### config.mk
export PLATFORM = sky130hd
export DESIGN_NAME = iq_sweep_ctrl
export DESIGN_NICKNAME = d
export VERILOG_FILES = /design/src/rtl/iq_sweep_ctrl.sv
export SDC_FILE = /design/constraint.sdc
export NUM_CORES = 1
export LEC_CHECK = 0
export ABC_AREA = 1
export ABC_CLOCK_PERIOD_IN_PS = 9400
export CORE_MARGIN = 4
export CORE_UTILIZATION = 63
export CTS_BUF_LIST = sky130_fd_sc_hd__clkbuf_8
export CTS_CLUSTER_DIAMETER = 40
export DETAILED_ROUTE_END_ITERATION = 10
export PLACE_DENSITY = 0.89
export SLEW_MARGIN = 20
export SYNTH_ARGS = -nofsm -noshare
export SYNTH_HDL_FRONTEND = slang
export SYNTH_SLANG_ARGS = --single-unit
### constraint.sdc
create_clock -name clk -period 9.4 [get_ports clk]
set_clock_uncertainty 0.2 [all_clocks]
set_input_delay 1.88 -clock clk [delete_from_list [all_inputs] [get_ports clk]]
set_output_delay 1.88 -clock clk [all_outputs]
set_load 0.005 [all_outputs]
### src/rtl/iq_sweep_ctrl.sv
// Frequency-sweep scheduler: retunes the IQ datapath, waits for it to settle,
// then averages |q| over a fixed number of strobed samples per tuning word.
module iq_sweep_ctrl #(
  parameter int FTW_W         = 8,
  parameter int DATA_W        = 24,
  parameter int SETTLE_CYCLES = 64,
  parameter int AVG_LOG2      = 4
) (
  input  logic              clk,
  input  logic              reset,
  input  logic              start,
  input  logic              abort,
  input  logic [FTW_W-1:0]  ftw_start,
  input  logic [FTW_W-1:0]  ftw_step,
  input  logic [7:0]        num_steps,
  input  logic              sample_valid_in,
  input  logic [DATA_W-1:0] sample_in,
  output logic [FTW_W-1:0]  ftw_out,
  output logic              busy,
  output logic              result_valid,
  output logic [FTW_W-1:0]  result_ftw,
  output logic [DATA_W-1:0] result_mag,
  output logic              done
);

  localparam int ACC_W = DATA_W + AVG_LOG2;

  typedef enum logic [2:0] {IDLE, SETTLE, ACCUM, REPORT, DONE} state_t;

  state_t              state, state_nxt;
  logic [15:0]         settle_cnt;
  logic [AVG_LOG2-1:0] smp_cnt;
  logic [ACC_W-1:0]    acc;
  logic [FTW_W-1:0]    step_q;
  logic [7:0]          steps_left;

  logic [DATA_W-1:0]   smp_abs;
  logic [ACC_W-1:0]    acc_sum;
  logic                settle_end, smp_take, smp_last, more_steps, abort_act;

  always_comb begin
    smp_abs = sample_in;
    // the most negative code has no positive twin; clamp it to full scale
    if (sample_in[DATA_W-1])
      smp_abs = (sample_in == {1'b1, {(DATA_W-1){1'b0}}}) ? {1'b0, {(DATA_W-1){1'b1}}}
                                                          : -sample_in;
    acc_sum    = acc + ACC_W'(smp_abs);
    settle_end = (state == SETTLE) && (settle_cnt == 16'(SETTLE_CYCLES - 1));
    smp_take   = (state == ACCUM) && sample_valid_in;
    smp_last   = smp_take && (&smp_cnt);
    more_steps = (steps_left != 8'd1);
    abort_act  = abort && (state inside {SETTLE, ACCUM, REPORT});
  end

  always_comb begin
    state_nxt = state;
    case (state)
      IDLE:    if (start) state_nxt = (num_steps == 8'd0) ? DONE : SETTLE;
      SETTLE:  if (settle_end) state_nxt = ACCUM;
      ACCUM:   if (smp_last) state_nxt = REPORT;
      REPORT:  state_nxt = more_steps ? SETTLE : DONE;
      DONE:    state_nxt = IDLE;
      default: state_nxt = IDLE;
    endcase
    if (abort_act) state_nxt = IDLE;
  end

  always_ff @(posedge clk) begin
    if (reset) state <= IDLE;
    else       state <= state_nxt;
  end

  always_ff @(posedge clk) begin
    if (reset) begin
      ftw_out      <= '0;
      busy         <= 1'b0;
      result_valid <= 1'b0;
      result_ftw   <= '0;
      result_mag   <= '0;
      done         <= 1'b0;
      settle_cnt   <= '0;
      smp_cnt      <= '0;
      acc          <= '0;
      step_q       <= '0;
      steps_left   <= '0;
    end else begin
      // strobes and busy are decoded from the next state so they line up with it
      busy         <= state_nxt inside {SETTLE, ACCUM, REPORT};
      result_valid <= (state_nxt == REPORT);
      done         <= (state_nxt == DONE);
      case (state)
        IDLE: if (start && num_steps != 8'd0) begin
          ftw_out    <= ftw_start;
          step_q     <= ftw_step;
          steps_left <= num_steps;
          settle_cnt <= '0;
        end
        SETTLE: begin
          settle_cnt <= settle_cnt + 16'd1;
          if (settle_end) begin
            smp_cnt <= '0;
            acc     <= '0;
          end
        end
        ACCUM: if (smp_take) begin
          acc     <= acc_sum;
          smp_cnt <= smp_cnt + AVG_LOG2'(1);
          if (smp_last && !abort) begin
            result_ftw <= ftw_out;
            result_mag <= acc_sum[ACC_W-1:AVG_LOG2];
          end
        end
        REPORT: if (!abort) begin
          steps_left <= steps_left - 8'd1;
          if (more_steps) begin
            ftw_out    <= ftw_out + step_q;
            settle_cnt <= '0;
          end
        end
        default: ;
      endcase
    end
  end

endmodule
-- Word-level counts from Yosys, hierarchy flattened
Index checks and enable logic that the tools add are counted.
- bits in registers: 110
- logic and storage cells: 81
- output and inout port bits: 43
- add/subtract/negate cells: 6
- equality and inequality tests: 15
- mux-type cells: 26
- reductions and logical operators: 22
- operators with widths (cell ; number):
    two-way mux 28 bit ; 2
    one-hot mux 28 bit (2 select lines) ; 1
    two-way mux 16 bit ; 3
    two-way mux 24 bit ; 2
    one-hot mux 16 bit (3 select lines) ; 1
    two-way mux 8 bit ; 5
    one-hot mux 8 bit (2 select lines) ; 2
    adder 28 x 24 -> 28 bit ; 1
    equality test 24 bit, second input constant ; 1
    negation 24 bit ; 1
    two-way mux 3 bit ; 6
    adder 16 x 1 -> 16 bit, second input constant ; 1
    equality test 16 x 6 -> 1 bit, second input constant ; 1
    equality test 3 x 2 -> 1 bit, second input constant ; 4
    one-hot mux 3 bit (4 select lines) ; 1
    AND reduction 4 bit ; 3
    inequality test 2 bit, second input constant ; 5
    AND reduction 3 bit ; 3
    nonzero test 3 bit ; 3
    adder 8 bit ; 1
    logical NOT 8 bit ; 1
    two-way mux 4 bit ; 2
    inequality test 8 x 1 -> 1 bit, second input constant ; 1
    one-hot mux 4 bit (2 select lines) ; 1
    10 further kinds ; 17

-- Depth between registers and ports, before layout
Gate-level depths: netlist of the first run.
- word-level depth: 8
- depth in mapped cells: 26

-- Least setup slack after synthesis of the first run
No wires, ideal clock.
- path kind: in2reg
- from: input sample_in[1]
- to: register result_mag[5]
- setup time: 0.116 ns
- arrival time: 4.219 ns
- path slack: 4.864 ns
- buffers on the path: 1
- stages: 22
- required time: 9.084 ns
- cells stage by stage: inv_1 > ha_1 > nand2_1 > nor2_2 > inv_1 > nor2_1 > nand2_1 > nor3_2 > inv_2 > buf_2 > nand3_1 > ha_1 > nand2_1 > inv_1 > nand2_1 > nand2_1 > nand3b_1 > or2_2 > nand2_1 > nand2_1 > o211ai_1 > inv_1
- longest elaborated chain between the ends: 4
- elaborated cells between the ends (all ways): 5
- classes of those cells: add/sub: 2; eq/ne: 1; mux: 2
- ends and longest elaborated chain (item ; RTL line ; text):
    from (decl) ; 17 ; input logic [DATA_W-1:0] sample_in,
    negation 24 bit or equality test 24 bit (tied branches) ; 46, 45 ;
    two-way mux 24 bit ; 45 ; smp_abs = (sample_in == {1'b1, {(DATA_W-1){1'b0}}}) ? {1'b0, {(DATA_W-1){1'b1}}}
    two-way mux 24 bit * ; 44 ; if (sample_in[DATA_W-1])
    adder 28 x 24 -> 28 bit * ; 47 ; acc_sum = acc + ACC_W'(smp_abs);
    to (signal assigned) ; 110 ; result_mag <= acc_sum[ACC_W-1:AVG_LOG2];
    to (decl) ; 22 ; output logic [DATA_W-1:0] result_mag,
Mark *: on every way between the ends. The rest lies on a longest branch, timed or not.
A chain may end at the register's enable or synchronous reset.

-- Final worst setup path of the first run
- from: input sample_in[23]
- to: register result_mag[5]
- longest elaborated chain between the ends: 4
- ends and longest elaborated chain (item ; RTL line):
    equality test 24 bit ; 45
    two-way mux 24 bit ; 45
    two-way mux 24 bit * ; 44
    adder 28 x 24 -> 28 bit * ; 47
Marked as above.

==> qor.yml, run 1 <==
placement:
  postPlaceCellArea_mm2: 0.008721
  dp.final_hpwl_um: 15500
  gp_congestion: 1.029
  portBuffers: 95
synthesis:
  avgSynthCellArea_um2: 6.135
  syn_nets: 1359
  seq_area_frac_synth_pct: 28.37
  yosys.cell_types.count: 45
  synth_area_leader_cell: "dfxtp_1"
  synth_seq_cells: 110
  netlist.area_leader.share_pct: 28.37
  synthCells: 1265
  syn_area_mm2: 0.007761
  synth_warnings: 0
  ys_top_cells_by_area: "dfxtp_1, nand2_1, inv_1"
setup_path:
  crit_chain: "clkdlybuf4s50_1 -> buf_4 -> inv_1 -> nor2_1 -> nand2_1 -> nor3_2 -> inv_2 -> nand3_1 -> ha_1 -> nand2_1 -> inv_1 -> nand2_1 -> nand2_1 -> nand3b_1 -> or2_2 -> nand2_1 -> nand2_1 -> o211ai_1 -> inv_1"
  cp_slowest_cell: "clkdlybuf4s50_1"
  cpMostUsedCell: "nand2_1"
  cpPeakStageDelay_ns: 0.45
  crit_type: "primary input to register"
  crit_fanout: 21
  worst-path-buf-inv: 6
  worstPathRequired_ns: 9.47
  cp_top_family: "simple AND/OR/NAND/NOR gates"
  critPathArrivalTime_ns: 5.47
  cp-end-kind: "register"
  cp-start-kind: "primary input"
finish:
  drive_gt1_share_pct: 4.098
  final_cell_mix: "nand2_1, inv_1, dfxtp_1, nor2_1, nand3_1"
  fillCellCount: 1089
  nets: 1432
  fin_area_mm2: 0.008916
  final_common_cell: "nand2_1"
  n_antenna_cell: 0
  syn2layout_area_growth_pct: 14.88
timing:
  tns_ns: 0
  hold_viol: 0
  grt_setup_unrepaired: "no"
  period_share_pct: 57.44
  maxSlewHeadroom_pct: 30.03
  worst_slew_pin_slew_ns: 1.044
  slew_viol_final: 0
  finalSetupViolCount: 0
  period_needed_ns: 5.400
  fmax_mhz: 185.2
grt:
  grt_usage_pct: 29.35
  antenna_found_initial: 0
  grt_pass1_vias: 7638
  grt-ovfl-total: 0
  grt_start_max_net_pins: 64
  grt_pass1_wl_um: 34830
run:
  drv_cap: 0
die:
  die_h_um: 119.0
  core_area_mm2: 0.01201
  boundaryPins: 96
  die_area_mm2: 0.01416
  die_w_um: 119.0
  initial_core_util_pct: 64.61
  row_count: 40
routing:
  drt_iter0_markers: 803
  routed_wl_um: 20420
  vias_per_cell: 5.443
  dr_total_vias: 8105
  drc: 0
  dr.pass1.iters: 5
  ant_nets: 0
  routedWlPerCell_um: 13.71
clock_network:
  cts-hold-fix-buffers: 0
  clk_latency_ns: 0.39
  cts_tree: "done"
  cts-resized-gates: 0
  numCtsBuffers: 9
  clock_sinks: 110
  cts_root_buf: "clkbuf_8"
  clockBufferDepth: 2
  htree_num_levels: 3
  post-cts-setup-buffers: 0
  cts.clk_slew.worst_paths_ns: 0.10
pwr:
  p_leak_nw: 4.402
  peakVddDrop_mv: 0.08003
  power_density_mw_per_mm2: 106.1
status:
  status: "completed"
hold_path:
  holdCritPathClass: "register to register"
[sequential cells by signal, indices dropped and copies added (netlist names)]
signal        count
result_valid      1
busy              1
result_ftw        8
step_q            8
result_mag       24
acc              28
done              1
state             3
ftw_out           8
smp_cnt           4
steps_left        8
settle_cnt       16
[metrics by stage]
stage	setup WS, ns	instances	total power, mW	hold WS (ns)	util (%)
detailed placement	3.696	1474	0.6591	0.2541	72.60
floorplan	4.864	1265	0.6001	0.2444	-
CTS	4.061	1489	0.9499	0.2699	74.23
finish	4.000	1489	0.9459	0.2698	74.23
global route	3.751	1489	0.9914	0.2994	74.23
global placement	3.675	1474	0.6560	0.2529	72.60
[Yosys cell counts, drive strengths merged]
cell type,n
o21a,17
a21o,7
a22oi,1
xnor2,5
and3,1
and2,3
o211ai,2
a31oi,3
xor2,19
dfxtp,110
or3,1
clkbuf,17
nand3b,5
nor2,107
o211a,1
a21boi,1
o22ai,1
buf,19
a211oi,2
a21oi,89
clkinv,1
fa,2
ha,39
o31ai,3
nand2,403
nor4,3
nand3,100
or2,15
inv,189
nor3,17
a31o,2
o21ai,58
nand4,22
[kinds of logic (layout without fill, tap and decap cells)]
logic type	Yosys count	count (layout)	synth area share [%]
AND/OR/NAND/NOR	677	677	36.90
buffers and inverters	226	303	11.69
AO/OA/AOI/OAI	187	187	13.53
flip-flops	110	110	28.37
adder cells (fa/ha/maj)	41	41	6.803
XOR/XNOR	24	24	2.708
[report_power, final]
| part | switching, mW | total [mW] | internal, mW |
|---|---|---|---|
| logic | 0.0982 | 0.167 | 0.0687 |
| clock network | 0.165 | 0.295 | 0.130 |
| registers | 0.00833 | 0.484 | 0.476 |
[per-layer routing]
layer | routed length [um] | GRT usage (%)
met1 | 9443 | 39.24
met2 | 9366 | 49.13
met3 | 1313 | 5.840
met4 | 292 | 6.300
met5 | 0 | 0
[final timing paths]
| check | slack [ns] | from | cells after the start | endpoint |
|---|---|---|---|---|
| max | 4.00 | sample_in[23] | 19 | result_mag[5] |
| max reg2reg | 6.10 | state[2] | 10 | result_mag[4] |
| min reg2reg | 0.27 | result_ftw[0] | 2 | result_ftw[0] |
| min | 0.27 | result_ftw[0] | 2 | result_ftw[0] |
[worst reg2reg max path, cell delays in order (launching register included)]
cell      delay [ns]
dfxtp_1         0.44
nor3_2          0.08
nand2_1         0.19
inv_2           0.31
nand2_2         0.18
nor2_4          0.05
nand2_2         0.41
clkinv_2        0.67
o21a_1          0.45
o21ai_1         0.17
inv_1           0.07
[cell type report]
class	count	area [um^2]	area share, %
multi-input combinational	929	4652	52.18
sequential	110	2202	24.70
timing repair buffer	98	968.4	10.86
inverter	190	714.4	8.013
tap	147	183.9	2.063
clock buffer	10	137.6	1.544
clock inverter	5	57.56	0.6455
Note: power is estimated with default switching activity, not from simulation.
==> run 2, diff against run 1 <==
--- a/config.mk
+++ b/config.mk
@@ -6,13 +6,13 @@
 export NUM_CORES = 1
 export LEC_CHECK = 0
 export ABC_AREA = 1
-export ABC_CLOCK_PERIOD_IN_PS = 9400
+export ABC_CLOCK_PERIOD_IN_PS = 5350
 export CORE_MARGIN = 4
-export CORE_UTILIZATION = 63
+export CORE_UTILIZATION = 58
 export CTS_BUF_LIST = sky130_fd_sc_hd__clkbuf_8
 export CTS_CLUSTER_DIAMETER = 40
 export DETAILED_ROUTE_END_ITERATION = 10
-export PLACE_DENSITY = 0.89
+export PLACE_DENSITY = 0.83
 export SLEW_MARGIN = 20
 export SYNTH_ARGS = -nofsm -noshare
 export SYNTH_HDL_FRONTEND = slang
==> constraint.sdc (replaced) <==
create_clock -name clk -period 5.35 [get_ports clk]
set_clock_uncertainty 0.2 [all_clocks]
set_input_delay 1.07 -clock clk [delete_from_list [all_inputs] [get_ports clk]]
set_output_delay 1.07 -clock clk [all_outputs]
set_load 0.005 [all_outputs]
==> run 2 against run 1 <==
Non-clock buffer count grew 1; clock power grew 81%; utilization shrank 4.6 points; global-route usage shrank 2.4 points; setup slack lost 3.1 ns; die area grew 8.0%; critical endpoint unchanged.
==> qor.yml, run 2 (synthesis gave the netlist of run 1 again) <==
setup_path:
  crit_type: "primary input to register"  # unchanged
  worstPathRequired_ns: 5.44  # was 9.47 ns
  crit_fanout: 20  # was 21
  cp-end-kind: "register"  # unchanged
  startpoint: "sample_in[1]"  # was sample_in[23]
  cp-start-kind: "primary input"  # unchanged
  critPathArrivalTime_ns: 4.58  # was 5.47 ns
  r2r_start: "state[1]"  # was state[2]
pwr:
  p_leak_nw: 4.416  # was 4.402 nW
  peakVddDrop_mv: 0.2073  # was 0.08003 mV
  power_density_mw_per_mm2: 187.1  # was 106.1 mW/mm^2
finish:
  multi_input_area_mm2: 0.004652  # unchanged
  top_regs: "acc: 28 flops, result_mag: 24 flops, settle_cnt: 16 flops"  # unchanged
  top_register: "acc"  # unchanged
  final_common_cell: "nand2_1"  # unchanged
  syn2layout_area_growth_pct: 15.54  # was 14.88%
  fillCellCount: 1151  # was 1089
  drive_gt1_share_pct: 4.167  # was 4.098%
  final_cells: 1516  # was 1489
  largest_reg_flops: 28  # unchanged
  n_antenna_cell: 0  # unchanged
  seqCellArea_mm2: 0.002202  # unchanged
  nets: 1433  # was 1432
  final_cell_mix: "nand2_1, inv_1, dfxtp_1, nor2_1, nand3_1"  # unchanged
hold_path:
  holdCritPathClass: "register to register"  # unchanged
  hp-start: "result_ftw[0]"  # unchanged
timing:
  hold_viol: 0  # unchanged
  grt_setup_unrepaired: "no"  # unchanged
  fmax_mhz: 222.7
  tns_ns: 0  # unchanged
  period_needed_ns: 4.491
  maxSlewHeadroom_pct: 32.06  # was 30.03%
  fin_ws_ns: 0.8591  # was 4.000 ns
  finalSetupViolCount: 0  # unchanged
  slew_viol_final: 0  # unchanged
  worst_slew_pin_slew_ns: 1.014  # was 1.044 ns
  period_share_pct: 83.94
clock_network:
  clk_latency_ns: 0.39  # about the same
  post-cts-setup-buffers: 0  # unchanged
  cts-resized-gates: 0  # unchanged
  htree_num_levels: 3  # unchanged
  clockBufferDepth: 2  # unchanged
  clock_sinks: 110  # unchanged
  numCtsBuffers: 9  # unchanged
  cts_root_buf: "clkbuf_8"  # unchanged
  cts_tree: "done"  # unchanged
  cts-hold-fix-buffers: 0  # unchanged
  cts.clk_slew.worst_paths_ns: 0.11  # was 0.10 ns
routing:
  ant_nets: 0  # unchanged
  drt_iter0_markers: 761  # was 803
  routedWlPerCell_um: 13.43  # was 13.71 um
  drc: 0  # unchanged
  dr_total_vias: 7975  # was 8105
  routed_wl_um: 20360  # was 20420 um
  dr.pass1.iters: 5  # unchanged
  vias_per_cell: 5.261  # was 5.443
placement:
  preCtsSetupSlack_ns: 0.4845  # was 3.696 ns
  gp_congestion: 0.9863  # was 1.029
  portBuffers: 95  # unchanged
  dp.final_hpwl_um: 15630  # was 15500 um
  dp_cells: 1500  # was 1474
die:
  die_h_um: 123.7  # was 119.0 um
  die_area_mm2: 0.01530  # was 0.01416 mm^2
  row_count: 41  # was 40
  core_area_mm2: 0.01288  # was 0.01201 mm^2
  initial_core_util_pct: 60.28  # was 64.61%
  die_w_um: 123.7  # was 119.0 um
  boundaryPins: 96  # unchanged
grt:
  grt_start_max_net_pins: 64  # unchanged
  antenna_found_initial: 0  # unchanged
  grt_pass1_vias: 7113  # was 7638
  grt_usage_pct: 26.94  # was 29.35%
  grt_pass1_wl_um: 33280  # was 34830 um
  grt-ovfl-total: 0  # unchanged
run:
  drv_cap: 0  # unchanged
status:
  status: "completed"  # unchanged
-- run 2: area by class of cell --
type,count,area share (%)
clock buffer,11,1.688
timing repair buffer,99,10.88
sequential,110,24.56
tap,172,2.400
clock inverter,5,0.6279
multi-input combinational,929,51.88
inverter,190,7.967
-- run 2: metrics by stage --
step / utilization (%) / power, mW / hold WS, ns / cell area, um^2
global route: 69.64 / 1.752 / 0.2945 / 8967
detailed placement: 68.03 / 1.159 / 0.2598 / 8760
CTS: 69.64 / 1.687 / 0.2773 / 8967
floorplan: - / 1.054 / 0.2444 / 7761
finish: 69.64 / 1.678 / 0.2763 / 8967
global placement: 68.03 / 1.154 / 0.2526 / 8760
-- run 2: per-layer routing --
layer	vias to the layer above	share of wire (%)	GRT usage, %
met5	-	0	0
met4	0	1.9	7.682
li1	4168	-	-
met2	233	44	42.85
met1	3551	47	37.06
met3	23	6.4	5.450
-- run 2: power by group --
group          switching, mW  total, mW  internal [mW]
Combinational          0.171      0.292          0.121
Clock                  0.291      0.534          0.243
Sequential            0.0150      0.851          0.836
Total                  0.477       1.68           1.20
-- run 2: worst paths after layout --
kind	endpoint	slack, ns	depth (start not counted)
setup / recovery	result_mag[5]	0.86	22
hold / removal	result_ftw[0]	0.28	2
setup reg to reg	result_mag[4]	2.05	11
hold reg to reg	result_ftw[0]	0.28	2
-- run 2: worst max-delay path, stage by stage --
cell and delay, ns:
clkdlybuf4s50_1 0.42, inv_1 0.11, ha_1 0.17, nand2_1 0.08, nor2_2 0.13, inv_1 0.07, nor2_1 0.15, nand2_1 0.08
nor3_2 0.29, inv_2 0.24, nand3_1 0.14, ha_1 0.28, nand2_1 0.14, inv_1 0.05, nand2_1 0.06, nand2_1 0.08
nand3b_1 0.34, or2_2 0.38, nand2_1 0.06, nand2_1 0.04, o211ai_1 0.10, inv_1 0.06
==> run 3, diff against run 2 <==
--- a/config.mk
+++ b/config.mk
@@ -6,13 +6,13 @@
 export NUM_CORES = 1
 export LEC_CHECK = 0
 export ABC_AREA = 1
-export ABC_CLOCK_PERIOD_IN_PS = 5350
+export ABC_CLOCK_PERIOD_IN_PS = 4100
 export CORE_MARGIN = 4
-export CORE_UTILIZATION = 58
+export CORE_UTILIZATION = 53
 export CTS_BUF_LIST = sky130_fd_sc_hd__clkbuf_8
 export CTS_CLUSTER_DIAMETER = 40
 export DETAILED_ROUTE_END_ITERATION = 10
-export PLACE_DENSITY = 0.83
+export PLACE_DENSITY = 0.8
 export SLEW_MARGIN = 20
 export SYNTH_ARGS = -nofsm -noshare
 export SYNTH_HDL_FRONTEND = slang
==> constraint.sdc (replaced) <==
create_clock -name clk -period 4.1 [get_ports clk]
set_clock_uncertainty 0.2 [all_clocks]
set_input_delay 0.82 -clock clk [delete_from_list [all_inputs] [get_ports clk]]
set_output_delay 0.82 -clock clk [all_outputs]
set_load 0.005 [all_outputs]
==> run 3 against run 2 <==
Largest power group unchanged; critical path type unchanged; critical path depth is 1 lower; wire length is 5.1% higher; cell count is 4.2% higher; sequential power is 30% higher; count of clock-buffer cells in the layout is 1 lower; via count is 4.0% higher; non-clock buffer count is 56 higher; hold slack worse by 0.0037 ns.
==> qor.yml, run 3 (synthesis gave the netlist of run 1 again) <==
status:
  status: "completed"  # unchanged
finish:
  nets: 1489  # was 1433
  largest_reg_flops: 28  # unchanged
  fillCellCount: 1281  # was 1151
  fin_area_mm2: 0.009557  # was 0.008967 mm^2
  fin_util_pct: 67.80  # was 69.64%
  top_register: "acc"  # unchanged
  top_regs: "acc: 28 flops, result_mag: 24 flops, settle_cnt: 16 flops"  # unchanged
  drive_gt1_share_pct: 10.50  # was 4.167%
  syn2layout_area_growth_pct: 23.13  # was 15.54%
  final_cell_mix: "nand2_1, inv_1, dfxtp_1, nor2_1, nand3_1"  # unchanged
  final_common_cell: "nand2_1"  # unchanged
  n_antenna_cell: 0  # unchanged
clock_network:
  clock_sinks: 110  # unchanged
  cts_root_buf: "clkbuf_8"  # unchanged
  cts_tree: "done"  # unchanged
  clk_latency_ns: 0.40  # was 0.39 ns
  cts-hold-fix-buffers: 0  # unchanged
  numCtsBuffers: 9  # unchanged
  clockBufferDepth: 2  # unchanged
  cts.clk_slew.worst_paths_ns: 0.10  # was 0.11 ns
  htree_num_levels: 3  # unchanged
pwr:
  power_density_mw_per_mm2: 233.3  # was 187.1 mW/mm^2
  total_power_mw: 2.230  # was 1.678 mW
  p_leak_nw: 4.725  # was 4.416 nW
  peakVddDrop_mv: 0.2561  # was 0.2073 mV
routing:
  dr.pass1.iters: 6  # was 5
  ant_nets: 0  # unchanged
  drt_iter0_markers: 573  # was 761
  drc: 0  # unchanged
  dr_total_vias: 8294  # was 7975
  routedWlPerCell_um: 13.54  # was 13.43 um
  vias_per_cell: 5.249  # was 5.261
  routed_wl_um: 21400  # was 20360 um
grt:
  grt_start_max_net_pins: 64  # unchanged
  grt_pass1_wl_um: 35240  # was 33280 um
  grt_pass1_vias: 7594  # was 7113
  grt_usage_pct: 25.78  # was 26.94%
  antenna_found_initial: 0  # unchanged
  grt-ovfl-total: 0  # unchanged
hold_path:
  holdCritPathClass: "register to register"  # unchanged
timing:
  fin_ws_ns: 0.2384  # was 0.8591 ns
  period_needed_ns: 3.862
  hold_viol: 0  # unchanged
  maxSlewHeadroom_pct: 30.77  # was 32.06%
  worst_slew_pin_slew_ns: 1.032  # was 1.014 ns
  finalSetupViolCount: 0  # unchanged
  fmax_mhz: 259.0
  grt_setup_unrepaired: "no"  # unchanged
  period_share_pct: 94.18
  tns_ns: 0  # unchanged
  slew_viol_final: 0  # unchanged
setup_path:
  cp-end-kind: "register"  # unchanged
  crit_type: "primary input to register"  # unchanged
  critPathArrivalTime_ns: 3.97  # was 4.58 ns
  cp-start-kind: "primary input"  # unchanged
  worstPathRequired_ns: 4.21  # was 5.44 ns
  crit_fanout: 4  # was 20
run:
  drv_cap: 0  # unchanged
die:
  row_count: 43  # was 41
  die_h_um: 129.0  # was 123.7 um
  die_w_um: 129.0  # was 123.7 um
  core_area_mm2: 0.01410  # was 0.01288 mm^2
  die_area_mm2: 0.01664  # was 0.01530 mm^2
  boundaryPins: 96  # unchanged
  initial_core_util_pct: 55.06  # was 60.28%
placement:
  portBuffers: 95  # unchanged
  postPlaceCellArea_mm2: 0.009188  # was 0.008760 mm^2
  gp_congestion: 0.9912  # was 0.9863
  preCtsSetupSlack_ns: -0.2346  # was 0.4845 ns
  dp.final_hpwl_um: 16170  # was 15630 um
[run 3: path summary, 6_finish.rpt]
| kind | start | to | slack (ns) | depth (start not counted) |
|---|---|---|---|---|
| hold reg to reg | result_ftw[7] | result_ftw[7] | 0.27 | 2 |
| hold / removal | result_ftw[7] | result_ftw[7] | 0.27 | 2 |
| setup / recovery | sample_in[3] | result_mag[21] | 0.24 | 21 |
| setup reg to reg | state[2] | ftw_out[5] | 1.74 | 8 |
[run 3: critical path, stage by stage]
cell	delay, ns
clkdlybuf4s50_1	0.42
nor2_1	0.14
nand4_1	0.14
nor3_2	0.21
nand2_1	0.16
nor2_1	0.23
nand2_1	0.15
nand3_1	0.10
nand3_1	0.09
ha_1	0.35
nand2_1	0.12
nor2_1	0.25
nand2_1	0.14
nor2_1	0.11
nand2_1	0.13
nand2_1	0.10
nand2_1	0.06
nand2_1	0.07
nand2_1	0.05
nand2_1	0.07
inv_1	0.03
[run 3: power breakdown]
part | leakage, nW | internal [mW] | switching, mW | total (mW)
clock | 0.110 | 0.299 | 0.395 | 0.694
combinational | 3.72 | 0.187 | 0.238 | 0.425
sequential | 0.892 | 1.09 | 0.0194 | 1.11
total | 4.73 | 1.58 | 0.652 | 2.23
[run 3: per-layer routing]
layer  global-route usage [%]  routed length [um]  vias up
met5                        0                   0        -
met4                    6.733                 264        0
met3                    4.328                1264       19
met2                    42.41                9869      239
met1                    35.25                9997     3751
li1                         -                   -     4285
[run 3: layout make-up]
cell class	instances	area [um^2]	share of cell area (%)
multi-input combinational	929	4803	50.26
timing repair buffer	155	1414	14.79
clock inverter	6	60.06	0.6284
inverter	190	714.4	7.476
clock buffer	10	137.6	1.440
sequential	110	2202	23.04
tap	180	225.2	2.357
[run 3: metrics by stage]
step | hold slack [ns] | instances
6_report | 0.2726 | 1580
5_1_grt | 0.2976 | 1580
4_1_cts | 0.2736 | 1578
3_5_place_dp | 0.2573 | 1562
3_3_place_gp | 0.2518 | 1562
2_1_floorplan | 0.2444 | 1265
[run 3: timing repair]
action | in CTS | in global routing
gates resized for setup | 0 | 43
endpoints found under the setup margin | 0 | 16
setup buffers | 0 | 2
